## src/rtl/nios_system_pio_in_irq.sv

```systemverilog
// Avalon-MM input PIO: synchronised inputs, per-bit edge capture with
// write-1-to-clear, maskable level interrupt.
module nios_system_pio_in_irq #(
    parameter int unsigned WIDTH       = 3,
    parameter int unsigned EDGE_TYPE   = 0,
    parameter int unsigned SYNC_STAGES = 2
) (
    input  logic              clk,
    input  logic              reset,
    input  logic [1:0]        address,
    input  logic              chipselect,
    input  logic              write_n,
    input  logic [31:0]       writedata,
    input  logic [WIDTH-1:0]  in_port,
    output logic [31:0]       readdata,
    output logic              irq
);

    localparam int unsigned CNT_W = $clog2(SYNC_STAGES + 2);
    localparam logic [CNT_W-1:0] WARM_MAX = CNT_W'(SYNC_STAGES + 1);

    logic [WIDTH-1:0] sync_q [SYNC_STAGES];
    logic [WIDTH-1:0] sync_in;
    logic [WIDTH-1:0] prev;
    logic [WIDTH-1:0] irq_mask;
    logic [WIDTH-1:0] edge_capture;
    logic [CNT_W-1:0] warm_cnt;
    logic             warm_done;
    logic [WIDTH-1:0] edge_raw;
    logic [WIDTH-1:0] edge_det;
    logic [WIDTH-1:0] clr_bits;
    logic [WIDTH-1:0] edge_capture_next;
    logic [WIDTH-1:0] irq_mask_next;
    logic             wr_en;

    assign sync_in   = sync_q[SYNC_STAGES-1];
    assign warm_done = (warm_cnt == WARM_MAX);
    assign wr_en     = chipselect & ~write_n;

    always_ff @(posedge clk or posedge reset) begin
        if (reset) begin
            for (int unsigned i = 0; i < SYNC_STAGES; i++) begin
                sync_q[i] <= '0;
            end
            prev <= '0;
        end else begin
            sync_q[0] <= in_port;
            for (int unsigned i = 1; i < SYNC_STAGES; i++) begin
                sync_q[i] <= sync_q[i-1];
            end
            prev <= sync_in;
        end
    end

    // Warm-up masks the 0->level transition the chain shows after reset release.
    always_ff @(posedge clk or posedge reset) begin
        if (reset) begin
            warm_cnt <= '0;
        end else if (!warm_done) begin
            warm_cnt <= warm_cnt + 1'b1;
        end
    end

    always_comb begin
        edge_raw = '0;
        case (EDGE_TYPE)
            0:       edge_raw = sync_in & ~prev;
            1:       edge_raw = ~sync_in & prev;
            default: edge_raw = sync_in ^ prev;
        endcase
        edge_det = warm_done ? edge_raw : '0;
    end

    // Set is OR-ed in after the clear so a coincident edge is never lost.
    always_comb begin
        clr_bits          = (wr_en && address == 2'd3) ? writedata[WIDTH-1:0] : '0;
        edge_capture_next = (edge_capture & ~clr_bits) | edge_det;
        irq_mask_next     = (wr_en && address == 2'd2) ? writedata[WIDTH-1:0] : irq_mask;
    end

    always_ff @(posedge clk or posedge reset) begin
        if (reset) begin
            edge_capture <= '0;
            irq_mask     <= '0;
            irq          <= 1'b0;
        end else begin
            edge_capture <= edge_capture_next;
            irq_mask     <= irq_mask_next;
            irq          <= |(edge_capture_next & irq_mask_next);
        end
    end

    always_comb begin
        readdata = '0;
        case (address)
            2'd0:    readdata[WIDTH-1:0] = sync_in;
            2'd2:    readdata[WIDTH-1:0] = irq_mask;
            2'd3:    readdata[WIDTH-1:0] = edge_capture;
            default: readdata = '0;
        endcase
    end

endmodule

```

## config.mk

```make
export PLATFORM = sky130hd
export DESIGN_NAME = nios_system_pio_in_irq
export DESIGN_NICKNAME = d
export VERILOG_FILES = /design/src/rtl/nios_system_pio_in_irq.sv
export SDC_FILE = /design/constraint.sdc
export NUM_CORES = 1
export LEC_CHECK = 0
export ABC_AREA = 1
export CELL_PAD_IN_SITES_DETAIL_PLACEMENT = 1
export CELL_PAD_IN_SITES_GLOBAL_PLACEMENT = 2
export CORE_MARGIN = 4
export CORE_UTILIZATION = 17
export DETAILED_ROUTE_END_ITERATION = 8
export HOLD_SLACK_MARGIN = 0.08
export PLACE_DENSITY = 0.79
export SLEW_MARGIN = 0
export SYNTH_ARGS = -nofsm -noshare
export SYNTH_HDL_FRONTEND = slang
export SYNTH_SLANG_ARGS = --single-unit
export TNS_END_PERCENT = 1
```

## constraint.sdc

```tcl
create_clock -name clk -period 1.5 [get_ports clk]
set_input_delay 0.3 -clock clk [delete_from_list [all_inputs] [get_ports clk]]
set_output_delay 0.3 -clock clk [all_outputs]
set_load 0.03 [all_outputs]
```

# Yosys cells after proc, flatten, opt, wreduce, memory -nomap -nowiden
# Cells that the tools add are included.
[classes]
bitwise_logic = 8
eq_ne = 3
n_mux = 4
reduce_logical = 4
n_addsub = 1
[ops]
columns = ["op", "n"]
rows = [
  ["3-bit AND", 3],
  ["3-bit 2-to-1 mux", 3],
  ["3-bit case mux with 3 select lines", 1],
  ["2-bit == test, second input constant", 3],
  ["3-bit NOT", 2],
  ["3-bit bitwise OR", 1],
  ["3-bit OR reduction", 1],
  ["2-bit by 1-bit adder with 2-bit output, second input constant", 1],
  ["1-bit logical AND", 2],
  ["2-bit logical NOT", 1],
  ["1-bit AND", 1],
  ["1-bit NOT", 1],
]
[word_totals]
regBits = 18
out_inout_bits = 33
input_bits = 41
wordCells = 27

# Longest topological paths before layout
[logic_depth]
depth_word = 9
ltp_mapped = 7
depth_no_buf = 7

# Least setup slack after synthesis
# No wires, ideal clock.
[synth_path]
kind = "input-to-output"
from = "input address[0]"
to = "output readdata[0]"
path_buffers = 0
path_slack_ns = 0.347
arrival_ns = 0.853
path_stages = 4
t_required_ns = 1.200
path_cell_list = "or2_1 > inv_2 > nand2_1 > nand3_1"
[synth_via]
elab_chain_len = 2
elab_cells_between_ends = 4
cone_classes = "eq/ne (2); mux (1); reduce/logical (1)"
[synth_lines]
columns = ["item", "line_no", "source"]
rows = [
  ["start, declared", "10", "input logic [1:0] address,"],
  ["2-bit == test or 2-bit logical NOT (tied branches)", "95", "case (address)"],
  ["3-bit case mux with 3 select lines (*)", "95", ""],
  ["end, declared", "15", "output logic [31:0] readdata,"],
]
# Every way passes the cells marked *; elsewhere a longest branch is shown, timed or not.

# Final worst setup path
# Ends and elaborated chain as after synthesis.

==> metrics.md <==
| Metric | Value |
|---|---|
| Status | complete, no violations |
| Die Y-Extent | 82.5 um |
| N_diodes | 0 |
| Synth cell count leaders | buf_4, nand2_1, dfrtp_1, nand3_1, nand2_2 |
| Reg clk slew, reported paths | 60 ps |
| Switching share of total power | 32.4% |
| Period utilization | 96.1% |
| CTS tree | done |
| Combinational power share | 25.7% |
| Skew final | 1.53 ps |
| Final Cell Area | 1140 um^2 |
| Num CTS Buffers | 3 |
| Yosys top cell by area | dfrtp_1 |
| Unrepaired setup endpoints after global routing | false |
| Top cells by area, synth | dfrtp_1, buf_4, nand2_1 |
| Area occupied by multi-input gates | 373 um^2 |
| Post-CTS Hold Fix Bufs | 0 |
| WS Path Type | in2out |
| Share of the synthesized area in the top cell type | 47.7% |
| Crit path capture type | output pin |
| Vias in the first global route | 591 |
| GRT Max-Usage Layer | met2 |
| Seq. cell area | 450 um^2 |
| Asr flop ratio synth | 100% |
| Worst Path Buf+Inv | 3 |
| Post-DP HPWL | 1340 um |
| Vias | 575 |
| Register area share after synthesis | 47.7% |
| HP Class | reg2reg |
| Minimum clock period | 1440 ps |
| CP Data Arrival Time | 1140 ps |
| Worst setup margin | 58.3 ps |
| # IOs | 74 |
| Crit-path cells | dlygate4sd2_1, or2_1, inv_2, nand2_1, nand3_2, buf_12 |
| Post-place setup slack | -217 ps |
| Layout cells sized above 1 | 18.8% |
| Sequential share of power | 46.2% |
| Netlist cell types | 15 |
| # rows | 26 |
| Detailed-route DRC error count | 0 |
| Post-synth EDFFs | 0 |
| Worst Path Required | 1200 ps |
| Synthesis-stage register bit count | 18 |
| H-tree depth | 1 |
| Final setup viols | 0 |
| Worst path slowest cell | dlygate4sd2_1 |
| Cells after synthesis | 98 |
| Clock Latency Late Sink | 250 ps |
| Gr usage total | 5.37% |
| Initial drt markers | 22 |
| Internal Dissipation | 793 uW |
| Clock tree sinks | 18 |
| Slew Viols, Final | 0 |
| Root Driver | clkbuf_8 |
| Area Overhead vs Synth | 21.2% |
| Slowest stage delay, CP | 280 ps |
| Worst-path maximum fanout | 3 |
| DRT Pass-1 Iters | 3 |
| Fmax | 694 MHz |
| PortBufs | 15 |
| Most common cell in the netlist | buf_4 |
| Final std cells w/o fill | 187 |
| Routing usage on met1 | 7.13% |
| Worst Setup Start Kind | input pin |
| Gr ovfl total | 0 |
| Prevailing post-synth register cell | dfrtp_1 |
| Via density per instance | 3.07 |
| Average wire per standard cell | 9.19 um |
| Die ar. | 6810 um^2 |
| Post-DP Area | 1090 um^2 |
| Crit-path leading delay family | buffers and inverters |
| Yosys warning total | 0 |
| Fill count | 614 |
| Antenna violations before repair | 0 |
| DRT antenna net count | 0 |
| Core box area | 5240 um^2 |
| Power per cell area | 1020 nW/um^2 |
| Clock network fraction of design power | 28.1% |
| First-pass GRT wire length | 2730 um |
| Max Cap Viol | 0 |
| CTS max path bufs | 2 |
| Total Wirelength | 1720 um |
| DIE WIDTH | 82.5 um |
| Synthesized area per cell | 9.64 um^2 |
| Final nets | 161 |
| Placer Congestion | 0.690 |
| Met3 Resource Use GR | 2.71% |
| Max IR drop VDD | 0.478 mV |
| Met2 global-route usage | 7.37% |
| Psw | 380 uW |
| Placed insts | 184 |
| Starting Density | 18.0% |
| Final hold violations | 0 |
| Pleak | 0.550 nW |
| Synthesized cell area | 945 um^2 |
| Pin count of the biggest net entering global routing | 19 |
-- power by group through the flow --
stage / clock network, mW / registers, mW / logic (mW)
6_report: 0.329 / 0.542 / 0.302
2_1_floorplan: 0 / 0.563 / 0.252
3_5_place_dp: 0 / 0.552 / 0.302
3_3_place_gp: 0 / 0.551 / 0.300
5_1_grt: 0.368 / 0.546 / 0.329
4_1_cts: 0.350 / 0.543 / 0.303
-- state kept, by name, indices dropped and copies added, names as in the netlist --
name / flops
irq_mask: 3
warm_cnt: 2
sync_in: 3
sync_q: 3
edge_capture: 3
prev: 3
irq: 1
-- layout by cell type, fill, tap and decap left out, types with 3 or more instances in the layout --
| cell | instances |
|---|---|
| conb_1 | 29 |
| nand2_1 | 19 |
| dfrtp_1 | 18 |
| clkdlybuf4s50_1 | 9 |
| nand3_1 | 7 |
| nand2_2 | 7 |
| inv_1 | 3 |
| nand3b_1 | 3 |
| nand3_2 | 3 |
| clkbuf_8 | 3 |
| dlygate4sd2_1 | 3 |
-- final timing paths --
check / from / slack (ps) / depth (start not counted) / to
worst min register to register: sync_q[3] / 350 / 0 / sync_in[0]
worst max-delay path: address[0] / 60 / 6 / readdata[0]
min in group asynchronous: reset / 360 / 3 / sync_q[5]
worst max register to register: warm_cnt[0] / 390 / 2 / warm_cnt[1]
max in group asynchronous: reset / 940 / 3 / warm_cnt[1]
worst min-delay path: sync_q[3] / 350 / 0 / sync_in[0]
-- per-layer routing --
layer / share of wire (%) / vias to the layer above
li1: - / 285
met1: 47 / 259
met2: 42 / 28
met3: 11 / 3
met4: 0.81 / 0
met5: 0 / -
-- stage by stage --
step	utilization, %	power (mW)	hold slack, ps	TNS [ps]
5_1_grt	21.9	1.24	364	0
6_report	21.9	1.17	349	0
3_5_place_dp	20.8	0.854	336	-685
4_1_cts	21.9	1.20	352	0
2_1_floorplan	-	0.815	239	0
3_3_place_gp	20.8	0.851	334	-688
-- logic make-up after synthesis --
kind of cell,count (synthesis),synth area share [%]
buffers and inverters,34,25.0
DFF,18,47.7
muxes,1,1.19
adders and majority gates,1,1.32
xor gates and xnor gates,1,0.927
and+or+nand+nor,42,23.4
other,1,0.397
-- final cells by class --
type | instances | share of cell area, %
sequential | 18 | 39.3
multi-input combinational | 74 | 32.6
timing repair buffer | 17 | 15.2
tap | 70 | 7.65
clock buffer | 3 | 3.61
inverter | 5 | 1.64
-- repair_timing --
action                                 CTS  global route
gates resized for setup                  7             0
endpoints found under the hold margin    0             0
setup endpoints to repair                4             3
pin swaps                                2             2
buffers inserted                         0             0
No activity file was read; power rests on OpenSTA's default activity.
